===== config.mk =====
export PLATFORM = sky130hd
export DESIGN_NAME = sl_transmitter_fifo_flat
export DESIGN_NICKNAME = d
export VERILOG_FILES = /design/src/rtl/sl_transmitter_fifo_if.sv /design/src/rtl/sl_transmitter_fifo.sv /design/src/flat_wrapper.sv
export SDC_FILE = /design/constraint.sdc
export NUM_CORES = 1
export LEC_CHECK = 0
export BUFFER_PORTS_ARGS = -buffer_cell sky130_fd_sc_hd__buf_2
export CORE_MARGIN = 4
export CORE_UTILIZATION = 55
export CTS_BUF_LIST = sky130_fd_sc_hd__clkbuf_4
export DETAILED_ROUTE_END_ITERATION = 12
export GPL_TIMING_DRIVEN = 0
export PLACE_DENSITY_LB_ADDON = 0.08
export REMOVE_ABC_BUFFERS = 1
export SLEW_MARGIN = 15
export SYNTH_ARGS = -nofsm -noshare
export SYNTH_HDL_FRONTEND = slang
export SYNTH_SLANG_ARGS = --single-unit

===== constraint.sdc =====
create_clock -name clk -period 4.95 [get_ports clk]
set_input_delay 0.495 -clock clk [delete_from_list [all_inputs] [get_ports clk]]
set_output_delay 0.495 -clock clk [all_outputs]
set_load 0.03 [all_outputs]

===== src/rtl/sl_transmitter_fifo_if.sv =====
// Register bus and SL line bundle for the transmitter.
// The host drives the master side and the transmitter sits on the slave side.
interface sl_transmitter_fifo_if;
  logic [1:0]  addr;
  logic        wr_en;
  logic [31:0] d_in;
  logic [31:0] d_out;
  logic        sl0;
  logic        sl1;
  logic        irq;

  modport master (output addr, wr_en, d_in, input d_out, sl0, sl1, irq);
  modport slave  (input addr, wr_en, d_in, output d_out, sl0, sl1, irq);
endinterface


===== src/rtl/sl_transmitter_fifo.sv =====
// Two-line (SL) serial transmitter fed by a small word FIFO; first low edge 2 clk after a write to an idle block.
// Writes to a full FIFO are dropped and flagged as overflow unless a pop frees a slot in the same cycle.
module sl_transmitter_fifo #(
  parameter int DATA_W     = 32,
  parameter int FIFO_DEPTH = 4,
  parameter int BASE_DIV   = 8
) (
  input logic                clk,
  input logic                rst,
  sl_transmitter_fifo_if.slave bus
);
  localparam int AW = $clog2(FIFO_DEPTH);
  localparam int LW = AW + 1;
  localparam int CW = $clog2(BASE_DIV) + 6;

  typedef enum logic [3:0] {
    IDLE, LOAD, BIT_LO, BIT_HI, PAR_LO, PAR_HI, STOP_LO, STOP_HI, GAP
  } state_t;

  state_t state, state_nx;

  logic [DATA_W-1:0] mem [FIFO_DEPTH];
  logic [AW-1:0]     wptr, rptr;
  logic [LW-1:0]     level;
  logic [5:0]        cfg_len;
  logic [2:0]        cfg_fm;
  logic              cfg_irq_en;
  logic              overflow, cfg_err;

  logic [DATA_W-1:0] sh;
  logic [5:0]        len_l, bit_idx;
  logic [2:0]        fm_l;
  logic              par;
  logic [CW-1:0]     cnt, period, half;

  logic full, empty, busy, pop, push_req, push_ok, cfg_ok, phase_end;
  logic bit_nx, sl0_nx, sl1_nx, par_calc;
  logic [DATA_W-1:0] head;

  assign full     = (level == LW'(FIFO_DEPTH));
  assign empty    = (level == '0);
  assign busy     = (state != IDLE);
  assign pop      = (state == LOAD);
  assign push_req = bus.wr_en && (bus.addr == 2'd0);
  assign push_ok  = push_req && (!full || pop);
  assign cfg_ok   = !bus.d_in[0] && (int'(bus.d_in[5:0]) >= 8) &&
                    (int'(bus.d_in[5:0]) <= DATA_W) && (bus.d_in[8:6] <= 3'd5);
  assign head     = mem[rptr];
  assign period   = CW'(BASE_DIV) << fm_l;
  assign half     = period >> 1;
  assign phase_end = (state == GAP) ? (cnt == period - CW'(1)) : (cnt == half - CW'(1));
  assign bus.irq  = cfg_irq_en && empty && !busy;

  // Odd parity over the word as it will be sent, using the length that LOAD latches.
  always_comb begin
    par_calc = 1'b1;
    for (int i = 0; i < DATA_W; i++)
      if (i < int'(cfg_len)) par_calc = par_calc ^ head[i];
  end

  always_comb begin
    bus.d_out = '0;
    case (bus.addr)
      2'd1:    bus.d_out = {22'b0, cfg_irq_en, cfg_fm, cfg_len};
      2'd2:    bus.d_out = {11'b0, cfg_err, overflow, empty, full, busy, 11'b0, 5'(level)};
      default: bus.d_out = '0;
    endcase
  end

  always_ff @(posedge clk) begin
    if (push_ok) mem[wptr] <= bus.d_in[DATA_W-1:0];
  end

  always_ff @(posedge clk or posedge rst) begin
    if (rst) begin
      wptr       <= '0;
      rptr       <= '0;
      level      <= '0;
      overflow   <= 1'b0;
      cfg_err    <= 1'b0;
      cfg_len    <= 6'd8;
      cfg_fm     <= 3'd0;
      cfg_irq_en <= 1'b0;
    end else begin
      if (push_ok) wptr <= wptr + AW'(1);
      if (pop)     rptr <= rptr + AW'(1);
      level <= level + LW'(push_ok) - LW'(pop);
      if (push_req && !push_ok) overflow <= 1'b1;
      if (bus.wr_en && bus.addr == 2'd1) begin
        if (cfg_ok) begin
          cfg_len    <= bus.d_in[5:0];
          cfg_fm     <= bus.d_in[8:6];
          cfg_irq_en <= bus.d_in[9];
        end else begin
          cfg_err <= 1'b1;
        end
      end
      if (bus.wr_en && bus.addr == 2'd2) begin
        if (bus.d_in[19]) overflow <= 1'b0;
        if (bus.d_in[20]) cfg_err  <= 1'b0;
      end
    end
  end

  always_ff @(posedge clk or posedge rst) begin
    if (rst) state <= IDLE;
    else     state <= state_nx;
  end

  // Line levels are decoded from the state being entered so the pins flip on the same edge as the FSM.
  always_comb begin
    state_nx = state;
    bit_nx   = sh[0];
    case (state)
      IDLE:    if (!empty) state_nx = LOAD;
      LOAD:    begin state_nx = BIT_LO; bit_nx = head[0]; end
      BIT_LO:  if (phase_end) state_nx = BIT_HI;
      BIT_HI:  if (phase_end) begin
                 if (bit_idx == len_l - 6'd1) state_nx = PAR_LO;
                 else begin state_nx = BIT_LO; bit_nx = sh[1]; end
               end
      PAR_LO:  if (phase_end) state_nx = PAR_HI;
      PAR_HI:  if (phase_end) state_nx = STOP_LO;
      STOP_LO: if (phase_end) state_nx = STOP_HI;
      STOP_HI: if (phase_end) state_nx = GAP;
      GAP:     if (phase_end) state_nx = empty ? IDLE : LOAD;
      default: state_nx = IDLE;
    endcase
    sl0_nx = 1'b1;
    sl1_nx = 1'b1;
    case (state_nx)
      BIT_LO:  begin sl0_nx = bit_nx; sl1_nx = !bit_nx; end
      PAR_LO:  begin sl0_nx = par;    sl1_nx = !par;    end
      STOP_LO: begin sl0_nx = 1'b0;   sl1_nx = 1'b0;    end
      default: begin sl0_nx = 1'b1;   sl1_nx = 1'b1;    end
    endcase
  end

  always_ff @(posedge clk or posedge rst) begin
    if (rst) begin
      sh      <= '0;
      len_l   <= 6'd8;
      fm_l    <= 3'd0;
      par     <= 1'b0;
      bit_idx <= '0;
      cnt     <= '0;
      bus.sl0 <= 1'b1;
      bus.sl1 <= 1'b1;
    end else begin
      bus.sl0 <= sl0_nx;
      bus.sl1 <= sl1_nx;
      if (state == LOAD) begin
        sh      <= head;
        len_l   <= cfg_len;
        fm_l    <= cfg_fm;
        par     <= par_calc;
        bit_idx <= '0;
        cnt     <= '0;
      end else if (state == IDLE) begin
        cnt <= '0;
      end else begin
        cnt <= phase_end ? '0 : cnt + CW'(1);
        if (state == BIT_HI && phase_end) begin
          sh      <= sh >> 1;
          bit_idx <= bit_idx + 6'd1;
        end
      end
    end
  end
endmodule


===== src/flat_wrapper.sv =====
// flat-port wrapper written by rule: the top's interface ports become plain ports
module sl_transmitter_fifo_flat 
#(
  parameter int DATA_W     = 32,
  parameter int FIFO_DEPTH = 4,
  parameter int BASE_DIV   = 8
)
  (clk, rst, bus_addr, bus_wr_en, bus_d_in, bus_d_out, bus_sl0, bus_sl1, bus_irq);
  sl_transmitter_fifo_if bus_i ();
  input logic clk;
  input logic rst;
  input wire logic [$bits(bus_i.addr)-1:0] bus_addr;
  input wire logic [$bits(bus_i.wr_en)-1:0] bus_wr_en;
  input wire logic [$bits(bus_i.d_in)-1:0] bus_d_in;
  output wire logic [$bits(bus_i.d_out)-1:0] bus_d_out;
  output wire logic [$bits(bus_i.sl0)-1:0] bus_sl0;
  output wire logic [$bits(bus_i.sl1)-1:0] bus_sl1;
  output wire logic [$bits(bus_i.irq)-1:0] bus_irq;
  assign bus_i.addr = bus_addr;
  assign bus_i.wr_en = bus_wr_en;
  assign bus_i.d_in = bus_d_in;
  assign bus_d_out = bus_i.d_out;
  assign bus_sl0 = bus_i.sl0;
  assign bus_sl1 = bus_i.sl1;
  assign bus_irq = bus_i.irq;
  sl_transmitter_fifo #(.DATA_W(DATA_W), .FIFO_DEPTH(FIFO_DEPTH), .BASE_DIV(BASE_DIV)) u_core (.clk(clk), .rst(rst), .bus(bus_i));
endmodule

==> impl_metrics.toml <==
[status]
status = "complete, no violations"

[global_routing]
grt_overflow = 0
antenna_found_initial = 0
grt_pass1_wl_um = 35400
grt_max_degree = 59
grt_pass1_vias = 6869
grt.total_usage = 0.219

[synthesis]
synth_top_area_frac = 0.381
yosysSeqAreaShare = 0.586
ys_types = 70
async_reset_ff_frac = 0.390
synthCells = 802
syn-cell-area_mm2 = 0.0101
ys_seq_elements = 210
synth.avg_cell_area_um2 = 12.6
synth_warnings = 0
yosysTopAreaCell = "edfxtp_1"
synthTopCellsByArea = "edfxtp_1 38%, dfrtp_1 19%, mux4_2 6.3%, nand2_1 3.7%, nor2_1 2.6%"
ys.flop_type = "edfxtp_1"
synth_edf_count = 128

[timing]
period_needed_ps = 4670
relSlewSlack = 0.380
hold_viol_final = 0
setup_violations = 0
worstMarginPinSlew_ps = 930
max_freq_mhz = 214
slew_viol_final = 0
final.setup.tns_ps = 0
skew_ps = 60.4
post-route-period-util = 0.943
holdWs_ps = 62.4

[final_layout]
n_fill_cell = 1389
n_antenna_cell = 0
final-seq-area_mm2 = 0.00591
finish.utilization = 0.639
final_nets = 946
multi_input_area_mm2 = 0.00381
drive_above_1_share = 0.241
synthToLayoutAreaGrowth_pct = 13.9

[pwr]
power.density_mw_per_mm2 = 539
ir_drop_mv = 0.349
p_leak_nw = 4.49
power_mw = 6.19

[clocking]
cts_tree = "yes"
cts_max_level = 2
clkTransAtPathRegs_ps = 70
cts_resized = 0
cts_num_sinks = 210
clock_latency_ps = 670
root_buffer = "clkbuf_4"
cts_buffer_depth = 3
numCtsBuffers = 54

[setup_path]
worstPathRequired_ps = 5500
start_kind = "register"
cp_slowest_stage_delay_ps = 720
worst_path_max_delay_cell = "dfrtp_1"
critPathMostFrequentCell = "a31oi_1"
worst_ep_arrival_time_ps = 5210
path_cells = "nor4b_4, xor2_1, nand2_1, ha_1, and2_1, a31oi_1, o2bb2ai_1, or3_4, a2111oi_4, nand2_4, a21oi_4, buf_16, nor2_1, a31oi_1"
critical_path_class = "register to register"
cp_max_fo = 31
cp-end-kind = "register"

[drt]
vias_per_cell = 5.70
wl_per_cell_um = 18.4
drt_wl_total_um = 21500
num_vias = 6660
drtAntennaViolNets = 0
drt-pass1-iter-count = 5
drc_errors = 0
drtIter0Drc = 392

[place]
dp_hpwl_um = 13900
routabilityCongestion = 0.819
portBuffers = 54

[floorplan]
die_h_um = 143
dieArea_mm2 = 0.0206
core_area_mm2 = 0.0180
io_pins = 72
rows = 49
die-width_um = 143
initial_core_util = 0.561

[flow_run]
drv_cap = 0

[hold_path]
min_path_type = "primary input to register"
flip-flops by register name, summed over array words and instances, names as in the netlist:
name / cells
u_core.level: 3
u_core.state: 4
u_core.cfg_fm: 3
u_core.rptr: 2
u_core.cfg_len: 6
u_core.bus.sl0: 1
u_core.fm_l: 3
u_core.bit_idx: 6
u_core.mem: 128
u_core.cnt: 9
u_core.bus.sl1: 1
u_core.wptr: 2
u_core.par: 1
u_core.cfg_irq_en: 1
u_core.sh: 32
u_core.len_l: 6
u_core.cfg_err: 1
u_core.overflow: 1
per-stage QoR:
stage | area (µm²) | setup slack, ps | std cells
detailed placement | 10500 | -33.4 | 1046
global placement | 10300 | -642 | 1038
global route | 11500 | -11.7 | 1169
CTS | 11400 | 59.5 | 1165
floorplan | 9790 | 638 | 755
finish | 11500 | 284 | 1169
synthesized netlist by cell type (8+ instances only):
master and number:
mux2_2 16, and2_1 15, mux4_2 28, a21oi_1 26
dfrtp_1 78, a31oi_1 34, o211ai_1 8, nand3_1 13
buf_2 10, inv_1 22, ha_1 13, xor2_1 14
xnor2_1 28, mux2i_1 9, nor2_1 71, nand2_1 100
clkbuf_1 24, buf_4 21, o21ai_0 22, edfxtp_1 128
power breakdown:
group          internal [mW]  switching [mW]
Sequential              2.17           0.379
Clock                  0.823           0.693
Combinational           1.04            1.08
Total                   4.04            2.15
kinds of logic (layout without fill, tap and decap cells):
logic type,Yosys count,count (layout),share of synthesized area
compound gates,140,141,0.100
xor+xnor,46,46,0.0454
fa+ha+maj,17,17,0.0211
buf+inv,86,207,0.0433
flops,210,210,0.586
mux,53,53,0.0894
other cells,1,17,0.000372
simple gates,249,249,0.114
area by class of cell:
cell class | instances | area share
Sequential cell | 210 | 0.515
Multi-Input combinational cell | 523 | 0.332
Timing Repair Buffer | 83 | 0.0565
Clock buffer | 83 | 0.0543
Tap cell | 229 | 0.0250
Clock inverter | 18 | 0.00949
Inverter | 23 | 0.00774
final timing paths:
kind	slack (ps)	depth (start not counted)	end	start
worst max-delay path	280	14	u_core.sh[24]$_DFFE_PP0P_	u_core.state[1]$_DFF_PP0_
worst min-delay path	60	1	u_core.mem[0][30]$_DFFE_PP_	bus_d_in[30]
worst max register to register	280	14	u_core.sh[24]$_DFFE_PP0P_	u_core.state[1]$_DFF_PP0_
worst min register to register	480	2	u_core.fm_l[2]$_DFFE_PP0P_	u_core.cfg_fm[2]$_DFFE_PP0P_
max in group asynchronous	3880	4	u_core.len_l[3]$_DFFE_PP1P_	rst
min in group asynchronous	390	3	u_core.bit_idx[0]$_DFFE_PP0P_	rst
cell usage in the layout, fill, tap and decap left out, drive strengths merged, types with 23 or more instances in the layout:
cell type  count
xnor2         28
mux4          28
dfrtp         78
edfxtp       128
nor2          71
nand2        101
buf           65
a31oi         34
a21oi         28
clkbuf        83
inv           23
o21ai         24
repair_timing:
| item | 4_1_cts | 5_1_grt |
|---|---|---|
| pin swaps | 1 | 1 |
| cloned | 1 | 0 |
| setup endpoints to repair | 6 | 32 |
| hold buffers | 17 | 1 |
| endpoints found under the hold margin | 85 | 3 |
| setup buffers | 0 | 3 |
routing by layer:
layer | vias to the layer above | global-route usage | part of all wire
met5 | - | 0 | 0
met3 | 31 | 0.0453 | 0.051
li1 | 3131 | - | -
met2 | 193 | 0.367 | 0.51
met4 | 0 | 0.0644 | 0.016
met1 | 3305 | 0.291 | 0.43
worst max-delay path: cells and delay by family (launching register included):
family | cells | cell delay [ps]
xor gates and xnor gates | 1 | 250
adders and majority gates | 1 | 300
DFF | 1 | 720
AOI/OAI and AO/OA | 5 | 1540
buffers and inverters | 1 | 240
and+or+nand+nor | 6 | 1510
No activity file was read; power rests on OpenSTA's default activity.
